`src/rtl/sad_engine_param.sv`:
```
// sad_engine_param
// ----------------
// Block-matching score engine. It streams NUM_BLKS consecutive blocks of
// BLK_PIXELS pixels from two read-only frame memories (A = current,
// B = reference). One 32-bit score per block is written to the score
// memory (C). The engine tracks the lowest-scoring block.
// The score is SAD (|a-b|) or SSD ((a-b)^2), selected by Mode when Go is
// accepted. The accumulator saturates at 32'hFFFF_FFFF.
//
// Ports
//   Clk, Rst          : clock and synchronous active-high reset
//   Go, Abort, Mode   : start request (IDLE only), cancel (non-IDLE), SAD/SSD select
//   A_Data, B_Data    : pixel read data, valid the cycle after I_En
//   A_Addr, B_Addr    : pixel address (always equal), driven only while reading
//   I_En, I_RW        : input-memory enable, I_RW = 0 (read)
//   C_Addr, SAD_Out   : score write address / data, driven only while writing
//   O_En, O_RW        : score-memory enable, O_RW = 1 (write)
//   Busy, Done        : not-idle flag, one-cycle completion pulse
//   Best_Idx, Best_Val: index and value of the minimum score of the run
// Every output comes straight from a flop.
module sad_engine_param #(
  parameter int D_WIDTH    = 8,
  parameter int A_WIDTH    = 15,
  parameter int C_WIDTH    = 7,
  parameter int BLK_PIXELS = 256,
  parameter int NUM_BLKS   = 128
) (
  input  logic               Clk,
  input  logic               Rst,
  input  logic               Go,
  input  logic               Abort,
  input  logic               Mode,
  input  logic [D_WIDTH-1:0] A_Data,
  input  logic [D_WIDTH-1:0] B_Data,
  output logic [A_WIDTH-1:0] A_Addr,
  output logic [A_WIDTH-1:0] B_Addr,
  output logic               I_En,
  output logic               I_RW,
  output logic [C_WIDTH-1:0] C_Addr,
  output logic               O_En,
  output logic               O_RW,
  output logic [31:0]        SAD_Out,
  output logic               Busy,
  output logic               Done,
  output logic [C_WIDTH-1:0] Best_Idx,
  output logic [31:0]        Best_Val
);

  localparam int J_WIDTH = (BLK_PIXELS > 1) ? $clog2(BLK_PIXELS) : 1;
  localparam logic [J_WIDTH-1:0] J_LAST = J_WIDTH'(BLK_PIXELS - 1);
  localparam logic [C_WIDTH-1:0] K_LAST = C_WIDTH'(NUM_BLKS - 1);
  localparam int T_WIDTH = 2 * D_WIDTH;
  // Extended adder width: one bit above the wider of the sum and the term,
  // so the carry out is never lost before the saturation test.
  localparam int EXT_W = (T_WIDTH + 1 > 33) ? T_WIDTH + 1 : 33;

  typedef enum logic [2:0] {
    S_IDLE  = 3'd0,
    S_INIT  = 3'd1,
    S_READ  = 3'd2,
    S_ACC   = 3'd3,
    S_WRITE = 3'd4,
    S_FIN   = 3'd5
  } state_t;

  // Unsigned absolute difference of two pixels.
  function automatic logic [D_WIDTH-1:0] abs_diff(input logic [D_WIDTH-1:0] a,
                                                  input logic [D_WIDTH-1:0] b);
    return (a >= b) ? (a - b) : (b - a);
  endfunction

  // Per-pixel term: the difference itself (SAD) or its square (SSD).
  function automatic logic [T_WIDTH-1:0] pixel_term(input logic [D_WIDTH-1:0] diff,
                                                    input logic ssd);
    logic [T_WIDTH-1:0] dw;
    dw = T_WIDTH'(diff);
    return ssd ? (dw * dw) : dw;
  endfunction

  // Accumulate with clamping at all-ones instead of wrapping.
  function automatic logic [31:0] sat_add(input logic [31:0] acc,
                                          input logic [T_WIDTH-1:0] term);
    logic [EXT_W-1:0] s;
    s = EXT_W'(acc) + EXT_W'(term);
    return (s > EXT_W'(32'hFFFF_FFFF)) ? 32'hFFFF_FFFF : s[31:0];
  endfunction

  state_t             state_q, state_d;
  logic [A_WIDTH-1:0] i_q, i_d;
  logic [J_WIDTH-1:0] j_q, j_d;
  logic [C_WIDTH-1:0] k_q, k_d;
  logic [31:0]        sum_q, sum_d;
  logic               mode_q, mode_d;
  logic [C_WIDTH-1:0] best_idx_q, best_idx_d;
  logic [31:0]        best_val_q, best_val_d;
  logic [A_WIDTH-1:0] addr_q, addr_d;
  logic               i_en_q, i_en_d;
  logic               i_rw_q, i_rw_d;
  logic [C_WIDTH-1:0] c_addr_q, c_addr_d;
  logic               o_en_q, o_en_d;
  logic               o_rw_q, o_rw_d;
  logic [31:0]        sad_out_q, sad_out_d;
  logic               busy_q, busy_d;
  logic               done_q, done_d;
  logic [T_WIDTH-1:0] term_s;

  // Next-state, counter, accumulator and best-match logic.
  always_comb begin
    state_d    = state_q;
    i_d        = i_q;
    j_d        = j_q;
    k_d        = k_q;
    sum_d      = sum_q;
    mode_d     = mode_q;
    best_idx_d = best_idx_q;
    best_val_d = best_val_q;
    term_s     = pixel_term(abs_diff(A_Data, B_Data), mode_q);

    // Abort outranks every transition, so the best-match registers keep
    // whatever partial result they already hold.
    if ((state_q != S_IDLE) && Abort) begin
      state_d = S_IDLE;
    end else begin
      case (state_q)
        S_IDLE: begin
          if (Go) begin
            mode_d     = Mode;
            i_d        = '0;
            k_d        = '0;
            best_val_d = 32'hFFFF_FFFF;
            best_idx_d = '0;
            state_d    = S_INIT;
          end else begin
            state_d = S_IDLE;
          end
        end
        S_INIT: begin
          sum_d   = 32'd0;
          j_d     = '0;
          state_d = S_READ;
        end
        S_READ: begin
          state_d = S_ACC;
        end
        S_ACC: begin
          sum_d = sat_add(sum_q, term_s);
          i_d   = i_q + A_WIDTH'(1);
          j_d   = j_q + J_WIDTH'(1);
          if (j_q == J_LAST) begin
            state_d = S_WRITE;
          end else begin
            state_d = S_READ;
          end
        end
        S_WRITE: begin
          // Strict compare: on a tie the earlier block keeps the title.
          if (sum_q < best_val_q) begin
            best_val_d = sum_q;
            best_idx_d = k_q;
          end else begin
            best_val_d = best_val_q;
            best_idx_d = best_idx_q;
          end
          if (k_q == K_LAST) begin
            state_d = S_FIN;
          end else begin
            k_d     = k_q + C_WIDTH'(1);
            state_d = S_INIT;
          end
        end
        S_FIN: begin
          state_d = S_IDLE;
        end
        default: begin
          state_d = S_IDLE;
        end
      endcase
    end
  end

  // Output decode from the next state, so that the registered outputs
  // line up with the state they belong to.
  always_comb begin
    i_en_d    = (state_d == S_READ);
    i_rw_d    = 1'b0;
    addr_d    = (state_d == S_READ) ? i_d : '0;
    o_en_d    = (state_d == S_WRITE);
    o_rw_d    = (state_d == S_WRITE);
    c_addr_d  = (state_d == S_WRITE) ? k_d : '0;
    sad_out_d = (state_d == S_WRITE) ? sum_d : 32'd0;
    busy_d    = (state_d != S_IDLE);
    done_d    = (state_d == S_FIN);
  end

  // State, counter and output registers with synchronous reset.
  always_ff @(posedge Clk) begin
    if (Rst) begin
      state_q    <= S_IDLE;
      i_q        <= '0;
      j_q        <= '0;
      k_q        <= '0;
      sum_q      <= 32'd0;
      mode_q     <= 1'b0;
      best_idx_q <= '0;
      best_val_q <= 32'hFFFF_FFFF;
      addr_q     <= '0;
      i_en_q     <= 1'b0;
      i_rw_q     <= 1'b0;
      c_addr_q   <= '0;
      o_en_q     <= 1'b0;
      o_rw_q     <= 1'b0;
      sad_out_q  <= 32'd0;
      busy_q     <= 1'b0;
      done_q     <= 1'b0;
    end else begin
      state_q    <= state_d;
      i_q        <= i_d;
      j_q        <= j_d;
      k_q        <= k_d;
      sum_q      <= sum_d;
      mode_q     <= mode_d;
      best_idx_q <= best_idx_d;
      best_val_q <= best_val_d;
      addr_q     <= addr_d;
      i_en_q     <= i_en_d;
      i_rw_q     <= i_rw_d;
      c_addr_q   <= c_addr_d;
      o_en_q     <= o_en_d;
      o_rw_q     <= o_rw_d;
      sad_out_q  <= sad_out_d;
      busy_q     <= busy_d;
      done_q     <= done_d;
    end
  end

  assign A_Addr   = addr_q;
  assign B_Addr   = addr_q;
  assign I_En     = i_en_q;
  assign I_RW     = i_rw_q;
  assign C_Addr   = c_addr_q;
  assign O_En     = o_en_q;
  assign O_RW     = o_rw_q;
  assign SAD_Out  = sad_out_q;
  assign Busy     = busy_q;
  assign Done     = done_q;
  assign Best_Idx = best_idx_q;
  assign Best_Val = best_val_q;

endmodule

```
`config.mk`:
```
export PLATFORM = sky130hd
export DESIGN_NAME = sad_engine_param
export DESIGN_NICKNAME = d
export VERILOG_FILES = /design/src/rtl/sad_engine_param.sv
export SDC_FILE = /design/constraint.sdc
export NUM_CORES = 1
export LEC_CHECK = 0
export BUFFER_PORTS_ARGS = -buffer_cell sky130_fd_sc_hd__clkbuf_2
export CORE_UTILIZATION = 50
export DETAILED_ROUTE_END_ITERATION = 10
export GPL_ROUTABILITY_DRIVEN = 0
export PLACE_DENSITY = 0.81
export SLEW_MARGIN = 5
export SYNTH_ARGS = -nofsm -noshare
export SYNTH_HDL_FRONTEND = slang
export SYNTH_SLANG_ARGS = --single-unit
```
`constraint.sdc`:
```
create_clock -name Clk -period 16.2 [get_ports Clk]
set_input_delay 2.43 -clock Clk [delete_from_list [all_inputs] [get_ports Clk]]
set_output_delay 2.43 -clock Clk [all_outputs]
set_load 0.05 [all_outputs]
```
==> results of run 1 <==
[through the flow]
step                power, mW  area, µm²  hold slack [ps]
CTS                      1.64      11500              466
global placement         1.21      11000              455
global route             1.77      11500              485
finish                   1.63      11500              468
detailed placement       1.23      11000              456
floorplan                1.09      10200              449
[worst paths after layout]
check	to	slack, ps	cells past startpoint
worst max-delay path	sum_q[17]$_SDFF_PP0_	5220	34
worst min-delay path	Best_Idx[0]$_SDFFE_PP0P_	470	2
worst max register to register	sum_q[17]$_SDFF_PP0_	12330	12
worst min register to register	Best_Idx[0]$_SDFFE_PP0P_	470	2
[final cells by class]
cell class / instances / area share
inverter: 107 / 0.0348
tap: 265 / 0.0287
clock buffer: 21 / 0.0399
clock inverter: 11 / 0.00997
timing repair buffer: 140 / 0.0622
multi-input combinational: 908 / 0.542
sequential: 163 / 0.283
[worst register-to-register path, stage by stage, from the launching register on]
cell and delay [ps]:
dfxtp_1 410, inv_1 390, mux2_2 400, ha_1 290, a21oi_1 220, o21bai_1 120, a2111o_1 490, a21o_1 260
o2111ai_1 470, buf_4 280, a21boi_0 100, o21ai_0 240, nor2_1 60
[cells by family after synthesis]
family	count (synthesis)	share of synthesized area
buffers and inverters	175	0.0711
multiplexers	55	0.0543
XOR/XNOR	37	0.0317
AO/OA/AOI/OAI	233	0.145
flip-flops	163	0.319
adder cells (fa/ha/maj)	122	0.169
other	1	0.000367
AND/OR/NAND/NOR	460	0.210
[flip-flops by register name (all words and copies together), names as in the netlist]
| register | count |
|---|---|
| state_q | 3 |
| Best_Idx | 7 |
| Done | 1 |
| Best_Val | 32 |
| mode_q | 1 |
| A_Addr | 15 |
| sum_q | 32 |
| I_En | 1 |
| O_RW | 1 |
| Busy | 1 |
| i_q | 15 |
| C_Addr | 7 |
| j_q | 8 |
| SAD_Out | 32 |
| k_q | 7 |
[metal layers]
metal  global-route usage  part of all wire  vias up  routed length, µm
li1                     -                 -     4397                  -
met1                0.284              0.45     4155              10600
met2                0.389              0.48      248              11400
met3               0.0324             0.040       53                958
met4                0.101             0.031        0                738
met5                    0                 0        -                  0
[cells in the final DEF (no fill, tap or decap), types with 27 or more instances in the layout]
master,n
inv_1,106
nand2_1,74
o21ai_0,49
nor2_1,214
fa_1,27
dfxtp_1,163
clkbuf_2,133
ha_1,95
a21oi_1,80
mux2i_1,51
[where the power goes]
| part | total (mW) | switching [mW] | internal [mW] |
|---|---|---|---|
| clock network | 0.396 | 0.173 | 0.224 |
| logic | 0.830 | 0.466 | 0.363 |
| registers | 0.404 | 0.00185 | 0.402 |
==> results.py, run 1 <==
metrics = {
    "logic_synthesis": {
        "synth_edf_count": 0,
        "async_flop_share": 0,
        "synth_top_area_share": 0.319,
        "yosysUniqueCellTypes": 69,
        "synth.area.top_cells": "dfxtp_1 32%, ha_1 12%, nor2_1 7.9%",
        "yosys.area.top_type": "dfxtp_1",
        "syn_nets": 1389,
        "yosysMostFrequentCell": "nor2_1",
        "synth-seq-cells": 163,
        "synthTopCellsByCount": "214 x nor2_1, 163 x dfxtp_1, 106 x inv_1, 95 x ha_1, 81 x a21oi_1",
        "syn_avg_cell_area_um2": 8.21,
        "ys.flop_type": "dfxtp_1",
        "yosysSeqAreaShare": 0.319,
        "syn_area_mm2": 0.0102,
        "ys_warn_count": 0,
        "syn_inst": 1246,
    },
    "timing": {
        "max_freq_mhz": 91.1,
        "clock_skew_ps": 16.1,
        "fin_crit_ps": 10980,
        "setup_ws_ps": 5220,
        "fin_setup_tns_ps": 0,
        "worst_pin_slew_ps": 1170,
        "report.final.slew_viol_count": 0,
        "rsz0062_at_grt": "false",
        "final.period_utilization": 0.678,
        "slew_headroom": 0.211,
        "final_hold_viol_count": 0,
        "setup_violations": 0,
    },
    "cts": {
        "hold_buffers": 0,
        "cts-root-to-sink-buffers": 2,
        "cts-root-buf": "clkbuf_16",
        "post-cts-setup-buffer-count": 0,
        "postCtsResizedCells": 0,
        "cts_sinks": 163,
        "htree_levels": 4,
        "cts_made_buffers": 17,
        "cts_tree": "yes",
        "clk-insertion-delay-late_ps": 430,
        "clk_pin_slew_worst_paths_ps": 70,
    },
    "detailed_routing": {
        "num_vias": 8853,
        "ant_nets": 0,
        "wirelength_mm": 23.7,
        "wl_per_cell_um": 14.7,
        "drt_first_iter_violations": 527,
        "drcViolationCount": 0,
        "first_pass_iters": 5,
        "avgViaCountPerCell": 5.48,
    },
    "placed_design": {
        "hpwl_mm": 17.6,
        "pre_cts_slack_ps": 4830,
        "place_inst": 1583,
        "portBuffers": 133,
    },
    "die": {
        "die_x_um": 145,
        "die_h_um": 145,
        "pin_count": 135,
        "rows": 51,
        "start_util": 0.517,
        "dieArea_mm2": 0.0210,
        "core-area_mm2": 0.0198,
    },
    "grt": {
        "grt_antenna_before_repair": 0,
        "grt_pass1_wl_mm": 39.4,
        "grt_max_degree": 59,
        "grt-ovfl-total": 0,
        "grt_pass1_vias": 8284,
        "grt_util_all_layers": 0.228,
    },
    "final_layout": {
        "stdcell_count": 1615,
        "seq_area_mm2": 0.00326,
        "final_core_util": 0.583,
        "antennaDiodeCount": 0,
        "drive_gt1_frac": 0.151,
        "fillers": 1760,
        "multi_input_area_mm2": 0.00625,
        "area_delta_synth_final_pct": 12.8,
        "fin_nets": 1480,
    },
    "power_and_ir_drop": {
        "leakagePower_nw": 5.77,
        "p_per_area_mw_per_mm2": 141,
        "max-vdd-ir-drop_mv": 0.178,
    },
    "setup_path": {
        "worstPathRequired_ps": 16490,
        "cp_slowest_cell": "nor3_2",
        "worstReg2RegStart": "mode_q$_SDFFE_PP0P_",
        "critical_path_arrival_ps": 11270,
        "max_stage_delay_ps": 560,
        "critPathBufInv": 5,
        "crit_type": "input pin to flip-flop",
        "end_kind": "flip-flop",
        "startpoint": "A_Data[6]",
        "crit_fanout": 12,
        "startpoint_type": "input pin",
        "cp_top_family": "adder cells",
    },
    "worst_hold_path": {
        "hp-start": "Best_Idx[0]$_SDFFE_PP0P_",
        "hp-class": "flip-flop to flip-flop",
    },
    "outcome": {
        "outcome": "finished clean",
    },
    "flow_run": {
        "cap_violations": 0,
    },
}
Note: power is estimated with default switching activity, not from simulation.
==> run 2: changes to the inputs <==
==> constraint.sdc (replaced) <==
create_clock -name Clk -period 10.7 [get_ports Clk]
set_input_delay 1.605 -clock Clk [delete_from_list [all_inputs] [get_ports Clk]]
set_output_delay 1.605 -clock Clk [all_outputs]
set_load 0.05 [all_outputs]
==> results.py, run 2 (synthesis gave the netlist of run 1 again) <==
metrics = {
    "die": {
        "dieArea_mm2": 0.0210,
        "core-area_mm2": 0.0198,
        "pin_count": 135,
        "start_util": 0.517,
        "die_h_um": 145,
        "die_x_um": 145,
        "rows": 51,
    },
    "setup_path": {
        "max_stage_delay_ps": 570,
        "cp_slowest_cell": "o2111ai_1",
        "crit_type": "input pin to flip-flop",
        "end_kind": "flip-flop",
        "worstPathRequired_ps": 10990,
        "rr_worst_depth": 12,
        "startpoint_type": "input pin",
        "r2r_end": "sum_q[19]$_SDFF_PP0_",
        "startpoint": "A_Data[6]",
        "critical_path_arrival_ps": 10260,
        "crit_fanout": 12,
        "worstReg2RegStart": "mode_q$_SDFFE_PP0P_",
        "regToRegSetupSlack_ps": 6820,
    },
    "worst_hold_path": {
        "hold_end": "Best_Idx[2]$_SDFFE_PP0P_",
        "hp-start": "Best_Idx[2]$_SDFFE_PP0P_",
        "min_path_cells": 2,
        "hp-class": "flip-flop to flip-flop",
    },
    "timing": {
        "fin_crit_ps": 9970,
        "rsz0062_at_grt": "false",
        "max_freq_mhz": 100,
        "slew_headroom": 0.277,
        "fin_setup_tns_ps": 0,
        "clock_skew_ps": 8.86,
        "final.period_utilization": 0.932,
        "report.final.slew_viol_count": 0,
        "setup_violations": 0,
        "final_hold_viol_count": 0,
        "setup_ws_ps": 727,
        "worst_pin_slew_ps": 1070,
    },
    "placed_design": {
        "portBuffers": 133,
        "hpwl_mm": 17.5,
        "pre_cts_slack_ps": 146,
        "place_area_mm2": 0.0110,
    },
    "cts": {
        "cts-root-buf": "clkbuf_16",
        "htree_levels": 4,
        "clk_pin_slew_worst_paths_ps": 60,
        "cts_tree": "yes",
        "cts_made_buffers": 17,
        "clk-insertion-delay-late_ps": 430,
        "hold_buffers": 0,
        "cts_sinks": 163,
        "cts-root-to-sink-buffers": 2,
    },
    "grt": {
        "grt_pass1_vias": 8533,
        "grt-ovfl-total": 0,
        "grt_max_degree": 59,
        "grt_util_all_layers": 0.232,
        "grt_pass1_wl_mm": 40.1,
        "grt_antenna_before_repair": 0,
    },
    "final_layout": {
        "antennaDiodeCount": 0,
        "fin_nets": 1484,
        "final_common_cell": "nor2_1",
        "area_delta_synth_final_pct": 13.6,
        "fin_area_mm2": 0.0116,
        "layout_common_cells": "214 x nor2_1, 163 x dfxtp_1, 133 x clkbuf_2",
        "drive_gt1_frac": 0.154,
    },
    "detailed_routing": {
        "avgViaCountPerCell": 5.46,
        "drcViolationCount": 0,
        "num_vias": 8834,
        "wl_met2_mm": 11.7,
        "top_layer_used": "met4",
        "m1WireLength_mm": 10.4,
        "route.met3.wl_um": 950,
        "wirelength_mm": 23.8,
        "ant_nets": 0,
        "first_pass_iters": 5,
        "drt_first_iter_violations": 487,
        "wl_per_cell_um": 14.7,
    },
    "power_and_ir_drop": {
        "leakagePower_nw": 5.81,
        "max-vdd-ir-drop_mv": 0.266,
        "total_power_mw": 2.49,
        "p_per_area_mw_per_mm2": 214,
    },
    "outcome": {
        "outcome": "finished clean",
    },
    "flow_run": {
        "cap_violations": 0,
    },
}
==> run 2: cell types whose count changed in the layout (fill, tap and decap cells not counted), sizes merged <==
| cell | change |
|---|---|
| buf | +4 |
| clkbuf | -2 |
| inv | -3 |
| clkinv | +1 |
| bufinv | +3 |
==> run 2: how the worst max path moves through the flow <==
| stage | to | slack (ps) |
|---|---|---|
| floorplan | SAD_Out[22]$_SDFF_PP0_ | 790 |
| global placement | sum_q[19]$_SDFF_PP0_ | 400 |
| finish | sum_q[19]$_SDFF_PP0_ | 730 |
| CTS | sum_q[19]$_SDFF_PP0_ | 530 |
| global route | sum_q[19]$_SDFF_PP0_ | 170 |
| detailed placement | sum_q[19]$_SDFF_PP0_ | 150 |
==> run 2: worst max-delay path: cells and delay by family <==
| kind | cells | cell delay, ps |
|---|---|---|
| compound gates | 10 | 2580 |
| xor+xnor | 2 | 380 |
| fa+ha+maj | 7 | 3270 |
| buf+inv | 5 | 510 |
| mux | 1 | 420 |
| simple gates | 9 | 1500 |
==> run 2: repair_timing <==
item                       CTS  global route
setup endpoints to repair    0            18
gates resized for setup      0             2
buffers inserted             0             0
==> run 2: cell type report <==
type | instances | area, µm²
fill | 1705 | 8160
sequential | 163 | 3260
clock inverter | 12 | 180
tap | 265 | 332
timing repair buffer | 144 | 748
inverter | 107 | 402
multi-input combinational | 908 | 6260
clock buffer | 19 | 433
==> run 2: power breakdown <==
group,internal [mW],switching (mW)
Combinational,0.549,0.681
Clock,0.391,0.256
Sequential,0.608,0.00269
==> run 2: routing by layer <==
layer,vias to the layer above,global-route usage
li1,4394,-
met1,4170,0.284
met2,223,0.401
met3,47,0.0434
met4,0,0.0846
met5,-,0
==> run 2: stage by stage <==
| stage | std cells | hold slack (ps) | util |
|---|---|---|---|
| after floorplan | 1246 | 449 | - |
| after global placement | 1587 | 454 | 0.556 |
| after detailed placement | 1587 | 463 | 0.556 |
| after CTS | 1618 | 473 | 0.587 |
| after global routing | 1618 | 481 | 0.588 |
| final | 1618 | 470 | 0.588 |
